File: src/rtl/uart_tx_x.sv
// 8N1 UART transmitter: latch a byte with Data_Ready, start the frame with Data_Send.
// Each bit is held CLKS_PER_BIT clocks; the FSM state is visible on dbg_state.
module uart_tx_x #(
    parameter int unsigned CLKS_PER_BIT = 1
) (
    input  logic       Clk,
    input  logic       RST,
    input  logic [7:0] Data_In,
    input  logic       Data_Ready,
    input  logic       Data_Send,
    output logic       Serial_Out,
    output logic       UBusy,
    output logic [2:0] dbg_state
);

    typedef enum logic [2:0] {
        IDLE   = 3'b000,
        LOADED = 3'b001,
        SHIFT  = 3'b010
    } state_e;

    localparam logic [15:0] BAUD_LAST = 16'(CLKS_PER_BIT - 1);

    state_e      state_q, state_d;
    logic [7:0]  data_q, data_d;
    logic [9:0]  shift_q, shift_d;
    logic [3:0]  bit_q, bit_d;
    logic [15:0] baud_q, baud_d;

    always_ff @(posedge Clk or negedge RST) begin
        if (!RST) begin
            state_q <= IDLE;
            data_q  <= 8'h00;
            shift_q <= 10'h3FF;
            bit_q   <= 4'd0;
            baud_q  <= 16'd0;
        end else begin
            state_q <= state_d;
            data_q  <= data_d;
            shift_q <= shift_d;
            bit_q   <= bit_d;
            baud_q  <= baud_d;
        end
    end

    always_comb begin
        state_d = state_q;
        data_d  = data_q;
        shift_d = shift_q;
        bit_d   = bit_q;
        baud_d  = baud_q;
        case (state_q)
            IDLE: begin
                // Data_Send is deliberately not looked at here: a byte must be latched first.
                if (Data_Ready) begin
                    data_d  = Data_In;
                    state_d = LOADED;
                end
            end
            LOADED: begin
                if (Data_Send) begin
                    shift_d = {1'b1, data_q, 1'b0};
                    bit_d   = 4'd0;
                    baud_d  = 16'd0;
                    state_d = SHIFT;
                end else if (Data_Ready) begin
                    data_d = Data_In;
                end
            end
            SHIFT: begin
                if (baud_q == BAUD_LAST) begin
                    baud_d = 16'd0;
                    if (bit_q == 4'd9) begin
                        shift_d = 10'h3FF;
                        bit_d   = 4'd0;
                        state_d = IDLE;
                    end else begin
                        shift_d = {1'b1, shift_q[9:1]};
                        bit_d   = bit_q + 4'd1;
                    end
                end else begin
                    baud_d = baud_q + 16'd1;
                end
            end
            default: begin
                state_d = IDLE;
                shift_d = 10'h3FF;
                bit_d   = 4'd0;
                baud_d  = 16'd0;
            end
        endcase
    end

    assign Serial_Out = shift_q[0];
    assign UBusy      = (state_q == SHIFT);
    assign dbg_state  = state_q;

endmodule

File: config.mk
export PLATFORM = sky130hd
export DESIGN_NAME = uart_tx_x
export DESIGN_NICKNAME = d
export VERILOG_FILES = /design/src/rtl/uart_tx_x.sv
export SDC_FILE = /design/constraint.sdc
export NUM_CORES = 1
export LEC_CHECK = 0
export BUFFER_PORTS_ARGS = -buffer_cell sky130_fd_sc_hd__buf_2
export CORE_ASPECT_RATIO = 0.75
export CORE_MARGIN = 3
export CORE_UTILIZATION = 30
export CTS_BUF_LIST = sky130_fd_sc_hd__clkbuf_2
export DETAILED_ROUTE_END_ITERATION = 8
export GPL_ROUTABILITY_DRIVEN = 0
export PLACE_DENSITY = 0.53
export SLEW_MARGIN = 30
export SYNTH_ARGS = -nofsm -noshare
export SYNTH_HDL_FRONTEND = slang
export SYNTH_SLANG_ARGS = --single-unit
File: constraint.sdc
create_clock -name Clk -period 4.4 [get_ports Clk]
set_input_delay 0.66 -clock Clk [delete_from_list [all_inputs] [get_ports Clk]]
set_output_delay 0.66 -clock Clk [all_outputs]
set_load 0.1 [all_outputs]
== After elaboration in Yosys (flattened, before gate mapping) ==
Index checks and enable logic that the tools add are counted.
Widths: inputs -> output; s select.

* Input port bits: 12
* Output and inout bits: 5
* Flip-flop bits (word level): 41

* Add/subtract/negate cells: 2
* Reduce and logical (&&, ||, !) cells: 7
* Equality and inequality tests: 8
* Bitwise operators: 1
* Muxes and demuxes: 19

{| class="wikitable"
|+ Operators by type and width
! cell !! number
|-
| $pmux 16 s3 || 1
|-
| $mux 16 || 2
|-
| $pmux 10 s3 || 1
|-
| $mux 10 || 2
|-
| $add 16x1->16 const B || 1
|-
| $logic_not 16->1 || 1
|-
| $mux 8 || 2
|-
| $pmux 8 s2 || 1
|-
| $mux 3 || 4
|-
| $mux 4 || 3
|-
| $pmux 4 s3 || 1
|-
| $mux 9 || 1
|-
| $pmux 3 s3 || 1
|-
| $ne 2x2->1 const B || 3
|-
| $add 4x1->4 const B || 1
|-
| $eq 4x4->1 const B || 1
|-
| $ne 2x1->1 const B || 2
|-
| $reduce_and 2->1 || 2
|-
| $reduce_and 4->1 || 1
|-
| $eq 3x1->1 const B || 1
|-
| $eq 3x2->1 const B || 1
|-
| $logic_not 3->1 || 1
|-
| $reduce_and 3->1 || 1
|-
| $reduce_bool 2->1 || 1
|-
| $not 1->1 || 1
|}

== Depth between registers and ports, before layout ==
Gate-level depths: netlist (run 1).

* Depth after elaboration: 4
* Mapped depth: 8
* Depth with buffers taken out: 6

== Worst setup path before layout (run 1) ==
OpenSTA, ideal clock, no wires.

* Kind: reg2reg
* Start: reg state_q[1] (netlist: dbg_state[1])
* End: reg bit_q[1]
* Setup slack: 1.336 ns
* Setup time: 0.101 ns
* Period minus slack after synthesis: 3.064 ns
* Cell stages (with the launch flop): 5
* Required time: 4.299 ns
* Data arrival time: 2.962 ns
* Path through: dfrtp_1 > ha_1 > inv_1 > or4_1 > o32ai_1

* Cells in the longest elaborated chain, start to end: 3
* Elaborated cells on any way between the ends: 8
* Classes of those cells: 4 x eq/ne; 1 x mux; 1 x bitwise; 2 x reduce/logical

{| class="wikitable"
|+ RTL lines
! what !! line !! RTL
|-
| start: declaration || 24 || <nowiki>state_e state_q, state_d;</nowiki>
|-
| start signal: assignment || 38 || <nowiki>state_q <= state_d;</nowiki>
|-
| $eq 3x2->1 * || - ||
|-
| via UBusy || 12 || <nowiki>output logic UBusy,</nowiki>
|-
| $ne 2x1->1 (no line) || - ||
|-
| $reduce_and 3->1 (no line) || - ||
|-
| end signal: assignment || 41 || <nowiki>bit_q <= bit_d;</nowiki>
|-
| end: declaration || 27 || <nowiki>logic [3:0] bit_q, bit_d;</nowiki>
|}

The timed path passes the listed nets; every way through them passes the cells marked *.
A chain may end at the register's enable or synchronous reset.

== Worst setup path after layout (run 1) ==
* Start: reg state_q[1] (netlist: dbg_state[1])
* End: reg shift_q[3]

* Cells in the longest elaborated chain, start to end: 3
* Elaborated cells on any way between the ends: 8
* Classes of those cells: 4 x eq/ne; 1 x mux; 1 x bitwise; 2 x reduce/logical

{| class="wikitable"
|+ RTL lines
! what !! line !! RTL
|-
| $eq 3x2->1, or another cell as far along || 52 || <nowiki>case (state_q)</nowiki>
|-
| $ne 2x1->1 (no line), or another cell as far along || - ||
|-
| $reduce_and 3->1 (no line) || - ||
|-
| end signal: assignment || 40 || <nowiki>shift_q <= shift_d;</nowiki>
|-
| end: declaration || 26 || <nowiki>logic [9:0] shift_q, shift_d;</nowiki>
|}

Several ways; a longest one is shown, not always the timed one.

==> flow_summary.json, run 1 <==
{
  "drv_cap": 0,
  "initial_core_util_pct": 31.49,
  "core_um2": 6929,
  "final_core_util_pct": 34.65,
  "wl_per_cell_um": 14.11,
  "multi_input_area_um2": 1090,
  "areaGrowthSynthToFinish_pct": 10.03,
  "cts_made_buffers": 5,
  "ys_seq_area_share_pct": 45.24,
  "path_class": "reg2reg",
  "finalCritPeriodShare_pct": 68.41,
  "vias": 1713,
  "stdcell_area_um2": 2401,
  "ys.flop_type": "dfrtp_1",
  "leakage_nw": 1.014,
  "overflow": 0,
  "min_period_ns": 3.010,
  "rows": 26,
  "clk_path_buf_depth": 2,
  "maxSlewViolCount": 0,
  "wl_um": 4686,
  "timing.fmax_mhz": 332.2,
  "syn_area_um2": 2182,
  "ys_types": 46,
  "grt_max_degree": 40,
  "cp-end-kind": "register",
  "cp.arrival_ns": 3.29,
  "critPathMaxFanout": 21,
  "dieArea_um2": 8344,
  "critPathLaunch": "dbg_state[1]",
  "track_usage_pct": 12.10,
  "cts_tree": "built",
  "fillers": 704,
  "antenna_found_initial": 0,
  "r2r_start": "dbg_state[1]",
  "cts_resized": 0,
  "clock_sinks": 39,
  "via_per_inst": 5.160,
  "drive_gt1_share_pct": 20.94,
  "cts-root-buf": "clkbuf_2",
  "tightest_slew_ns": 0.7834,
  "placed_area_um2": 2331,
  "synth_seq_cells": 39,
  "path_clk_slew_ns": 0.22,
  "status": "completed",
  "syn_area_per_cell_um2": 9.874,
  "synth_edf_count": 0,
  "powerDensity_nw_per_um2": 593.4,
  "ir_drop_v": 0.0004003,
  "synthCells": 221,
  "ant_nets": 0,
  "drc": 0,
  "grt_first_pass_wirelength_um": 8162,
  "place.port_buffers": 15,
  "slew_headroom_pct": 47.67,
  "ys_top_cells_by_area": "dfrtp_1 34%, dfstp_2 11%, a21oi_1 5.0%",
  "yosysWarnings": 0,
  "final_cell_mix": "30 x dfrtp_1, 22 x a21oi_1, 15 x inv_1, 14 x buf_2, 13 x nor2_1",
  "finalHoldViolations": 0,
  "yosysTopAreaCellShare_pct": 34.40,
  "skew_ns": 0.03634,
  "h-tree-depth": 2,
  "die-width_um": 104.5,
  "yosys.area.top_type": "dfrtp_1",
  "min_path_type": "in2async",
  "cts_setup_buffers": 0,
  "dieHeight_um": 79.86,
  "setup_viol": 0,
  "grt_pass1_vias": 1596,
  "pin_count": 17,
  "final_common_cell": "dfrtp_1",
  "cp-start-kind": "register",
  "clk_latency_ns": 0.40,
  "firstDrtPassIters": 4,
  "worst_ep_required_time_ns": 4.68,
  "cts-hold-fix-buffers": 0,
  "drtIter0Drc": 143,
  "ff_latch_area_um2": 987.2,
  "detailed_place_hpwl_um": 3302,
  "fin_nets": 253,
  "async_flop_share_pct": 100.0,
  "rsz0062_at_grt": "false",
  "power.total_mw": 1.425,
  "synth.net_count": 241,
  "setup_tns_ns": 0,
  "n_antenna_cell": 0
}
-- per-stage QoR --
stage / cells / hold slack (ns) / setup slack (ns)
5_1_grt: 332 / 0.1733 / 1.048
2_1_floorplan: 221 / 0.3644 / 1.336
6_report: 332 / 0.1948 / 1.390
4_1_cts: 332 / 0.3547 / 1.363
3_5_place_dp: 324 / 0.4581 / 1.423
3_3_place_gp: 324 / 0.4540 / 1.656
-- worst max-delay path, cell delays in order (launching register included) --
cell,delay (ns)
dfrtp_1,0.46
inv_1,0.13
ha_1,0.61
nor2b_1,0.72
nor2_1,0.32
and4_1,0.39
a221oi_1,0.28
-- Yosys cell counts, drive strengths merged (4+ instances only) --
cell type / instances
dfrtp: 30
a21oi: 24
inv: 15
nor2: 13
nand4: 12
o21ai: 12
nand2: 10
dfstp: 9
mux2: 9
ha: 8
a221oi: 7
nor4: 7
or4: 6
buf: 5
clkbuf: 5
o31ai: 5
nor2b: 4
or3: 4
xnor2: 4
-- registers in the layout, summed over array words and instances (netlist names) --
signal,flops
baud_q,16
bit_q,4
data_q,8
dbg_state,2
shift_q,9
-- logic make-up after synthesis --
logic type               after synthesis  synth area share, %
AO/OA/AOI/OAI                         56                16.57
XOR/XNOR                               7                2.810
adder cells (fa/ha/maj)                8                4.587
buffers and inverters                 25                4.816
flip-flops                            39                45.24
multiplexers                          11                5.562
other                                  1               0.1719
AND/OR/NAND/NOR                       74                20.24
-- report_power, final --
group | internal (mW) | switching (mW)
combinational | 0.214 | 0.441
clock | 0.0965 | 0.122
sequential | 0.486 | 0.0655
total | 0.796 | 0.628
-- path summary, 6_finish.rpt --
| path | end | depth (start not counted) | slack, ns |
|---|---|---|---|
| worst max-delay path | shift_q[3] | 6 | 1.39 |
| worst min-delay path | bit_q[0] | 1 | 0.19 |
| worst max register to register | shift_q[3] | 6 | 1.39 |
| worst min register to register | shift_q[8] | 2 | 0.48 |
| max in group asynchronous | shift_q[2] | 1 | 3.81 |
| min in group Clk | data_q[7] | 2 | 0.47 |
-- cell type report --
class / count / area share (%)
clock buffer: 5 / 1.042
clock inverter: 3 / 1.772
multi-input combinational: 157 / 45.39
tap: 98 / 5.107
inverter: 15 / 2.345
timing repair buffer: 15 / 3.231
sequential: 39 / 41.12
-- routing by layer --
| layer | share of wire (%) | global-route usage, % | vias to the layer above |
|---|---|---|---|
| met5 | 0 | 0 | - |
| met4 | 1.1 | 3.586 | 0 |
| met3 | 4.0 | 2.668 | 5 |
| met2 | 42 | 16.56 | 37 |
| met1 | 53 | 18.60 | 830 |
| li1 | - | - | 841 |
(Power assumes the default switching activity.)
==> run 2, diff against run 1 <==
- PLACE_DENSITY: 0.53 -> 0.54
- clock period: 4.4 -> 2.6 ns (I/O delays scaled with it)
==> flow_summary.json, run 2 (same netlist as run 1, synthesis figures left out) <==
{
  "antenna_found_initial": 0,
  "vias": 1757,
  "reg_top3": "baud_q: 16 flops, shift_q: 9 flops, data_q: 8 flops",
  "finalHoldViolations": 0,
  "grt_pass1_vias": 1640,
  "areaGrowthSynthToFinish_pct": 12.73,
  "grt_first_pass_wirelength_um": 8480,
  "tightest_slew_ns": 0.6289,
  "cts_made_buffers": 5,
  "die-width_um": 104.5,
  "drc": 0,
  "via_per_inst": 5.183,
  "skew_ns": 0.03088,
  "placed_area_um2": 2381,
  "dieArea_um2": 8344,
  "pin_count": 17,
  "regMostFlops": "baud_q",
  "powerDensity_nw_per_um2": 1014,
  "fin_nets": 260,
  "path_class": "reg2out",
  "cts_resized": 0,
  "cts-root-buf": "clkbuf_2",
  "finalCritPeriodShare_pct": 85.67,
  "stdcell_area_um2": 2460,
  "final_core_util_pct": 35.50,
  "worst_ep_required_time_ns": 2.21,
  "slew_headroom_pct": 58.08,
  "setup_viol": 0,
  "h-tree-depth": 2,
  "cp-end-kind": "primary output",
  "wl_per_cell_um": 14.62,
  "final_common_cell": "dfrtp_1",
  "fillers": 701,
  "dieHeight_um": 79.86,
  "min_from": "Data_In[7]",
  "final_cell_mix": "28 x dfrtp_1, 22 x a21oi_1, 15 x inv_1, 15 x buf_2, 13 x nor2_1",
  "n_antenna_cell": 0,
  "min_path_type": "in2reg",
  "timing.fmax_mhz": 448.9,
  "r2r_start": "dbg_state[0]",
  "ir_drop_v": 0.0008876,
  "cts_tree": "built",
  "cts_setup_buffers": 0,
  "core_um2": 6929,
  "drv_cap": 0,
  "clock_sinks": 39,
  "min_period_ns": 2.227,
  "largest_register_ffs": 16,
  "pre_cts_slack_ns": 0.5463,
  "overflow": 0,
  "critPathLaunch": "dbg_state[0]",
  "firstDrtPassIters": 4,
  "status": "completed",
  "wl_um": 4957,
  "initial_core_util_pct": 31.49,
  "drive_gt1_share_pct": 24.48,
  "rsz0062_at_grt": "false",
  "grt_max_degree": 28,
  "ant_nets": 0,
  "track_usage_pct": 12.60,
  "clk_path_buf_depth": 2,
  "drtIter0Drc": 112,
  "maxSlewViolCount": 0,
  "path_clk_slew_ns": 0.23,
  "leakage_nw": 1.045,
  "cp-start-kind": "register",
  "clk_latency_ns": 0.39,
  "place.port_buffers": 15,
  "cp.arrival_ns": 1.84,
  "power.total_mw": 2.495,
  "worst_slack_ns": 0.3725,
  "rows": 26,
  "detailed_place_hpwl_um": 3484,
  "cts-hold-fix-buffers": 1,
  "critPathMaxFanout": 15,
  "setup_tns_ns": 0
}
run 2: cell count changes in the layout (fill, tap and decap cells not counted), sizes merged:
cell / before / now
buf: 15 / 21
clkinv: 1 / 2
dlygate4sd3: 0 / 1
inv: 16 / 15
run 2: power by group:
| part | internal [mW] | switching, mW | leakage, nW | total, mW |
|---|---|---|---|---|
| Clock | 0.163 | 0.219 | 0.0429 | 0.382 |
| Sequential | 0.824 | 0.110 | 0.490 | 0.934 |
| Combinational | 0.406 | 0.772 | 0.512 | 1.18 |
| Total | 1.39 | 1.10 | 1.05 | 2.49 |
run 2: worst max-delay path, stage by stage, from the launching register on:
cell,delay [ns]
dfrtp_2,0.47
inv_1,0.13
ha_2,0.37
buf_2,0.49
run 2: metrics by stage:
step / cells / hold WS, ns
6_report: 339 / 0.1969
5_1_grt: 339 / 0.1491
4_1_cts: 339 / 0.1755
3_5_place_dp: 330 / 0.4556
3_3_place_gp: 330 / 0.4502
2_1_floorplan: 221 / 0.09441
run 2: routing by layer:
| metal | global-route usage (%) | up-vias | wire (µm) |
|---|---|---|---|
| met1 | 19.21 | 858 | 2695 |
| li1 | - | 865 | - |
| met5 | 0 | - | 0 |
| met3 | 2.425 | 2 | 161 |
| met4 | 2.390 | 0 | 29 |
| met2 | 18.36 | 32 | 2071 |
run 2: final cells by class:
type                            instances  area (µm²)  area share [%]
Multi-Input combinational cell        157        1092           44.40
Sequential cell                        39       989.7           40.23
Timing Repair Buffer                   22       130.1           5.290
Tap cell                               98       122.6           4.985
Inverter                               15       56.30           2.289
Clock inverter                          3       43.79           1.780
Clock buffer                            5       25.02           1.017
run 2: path summary, 6_finish.rpt:
| check | endpoint | slack, ns | depth (start not counted) |
|---|---|---|---|
| max in group asynchronous | shift_q[0] | 1.36 | 3 |
| hold reg to reg | shift_q[8] | 0.48 | 2 |
| setup / recovery | UBusy | 0.37 | 3 |
| hold / removal | data_q[7] | 0.20 | 2 |
| min in group asynchronous | data_q[2] | 0.51 | 2 |
| setup reg to reg | bit_q[1] | 0.50 | 5 |
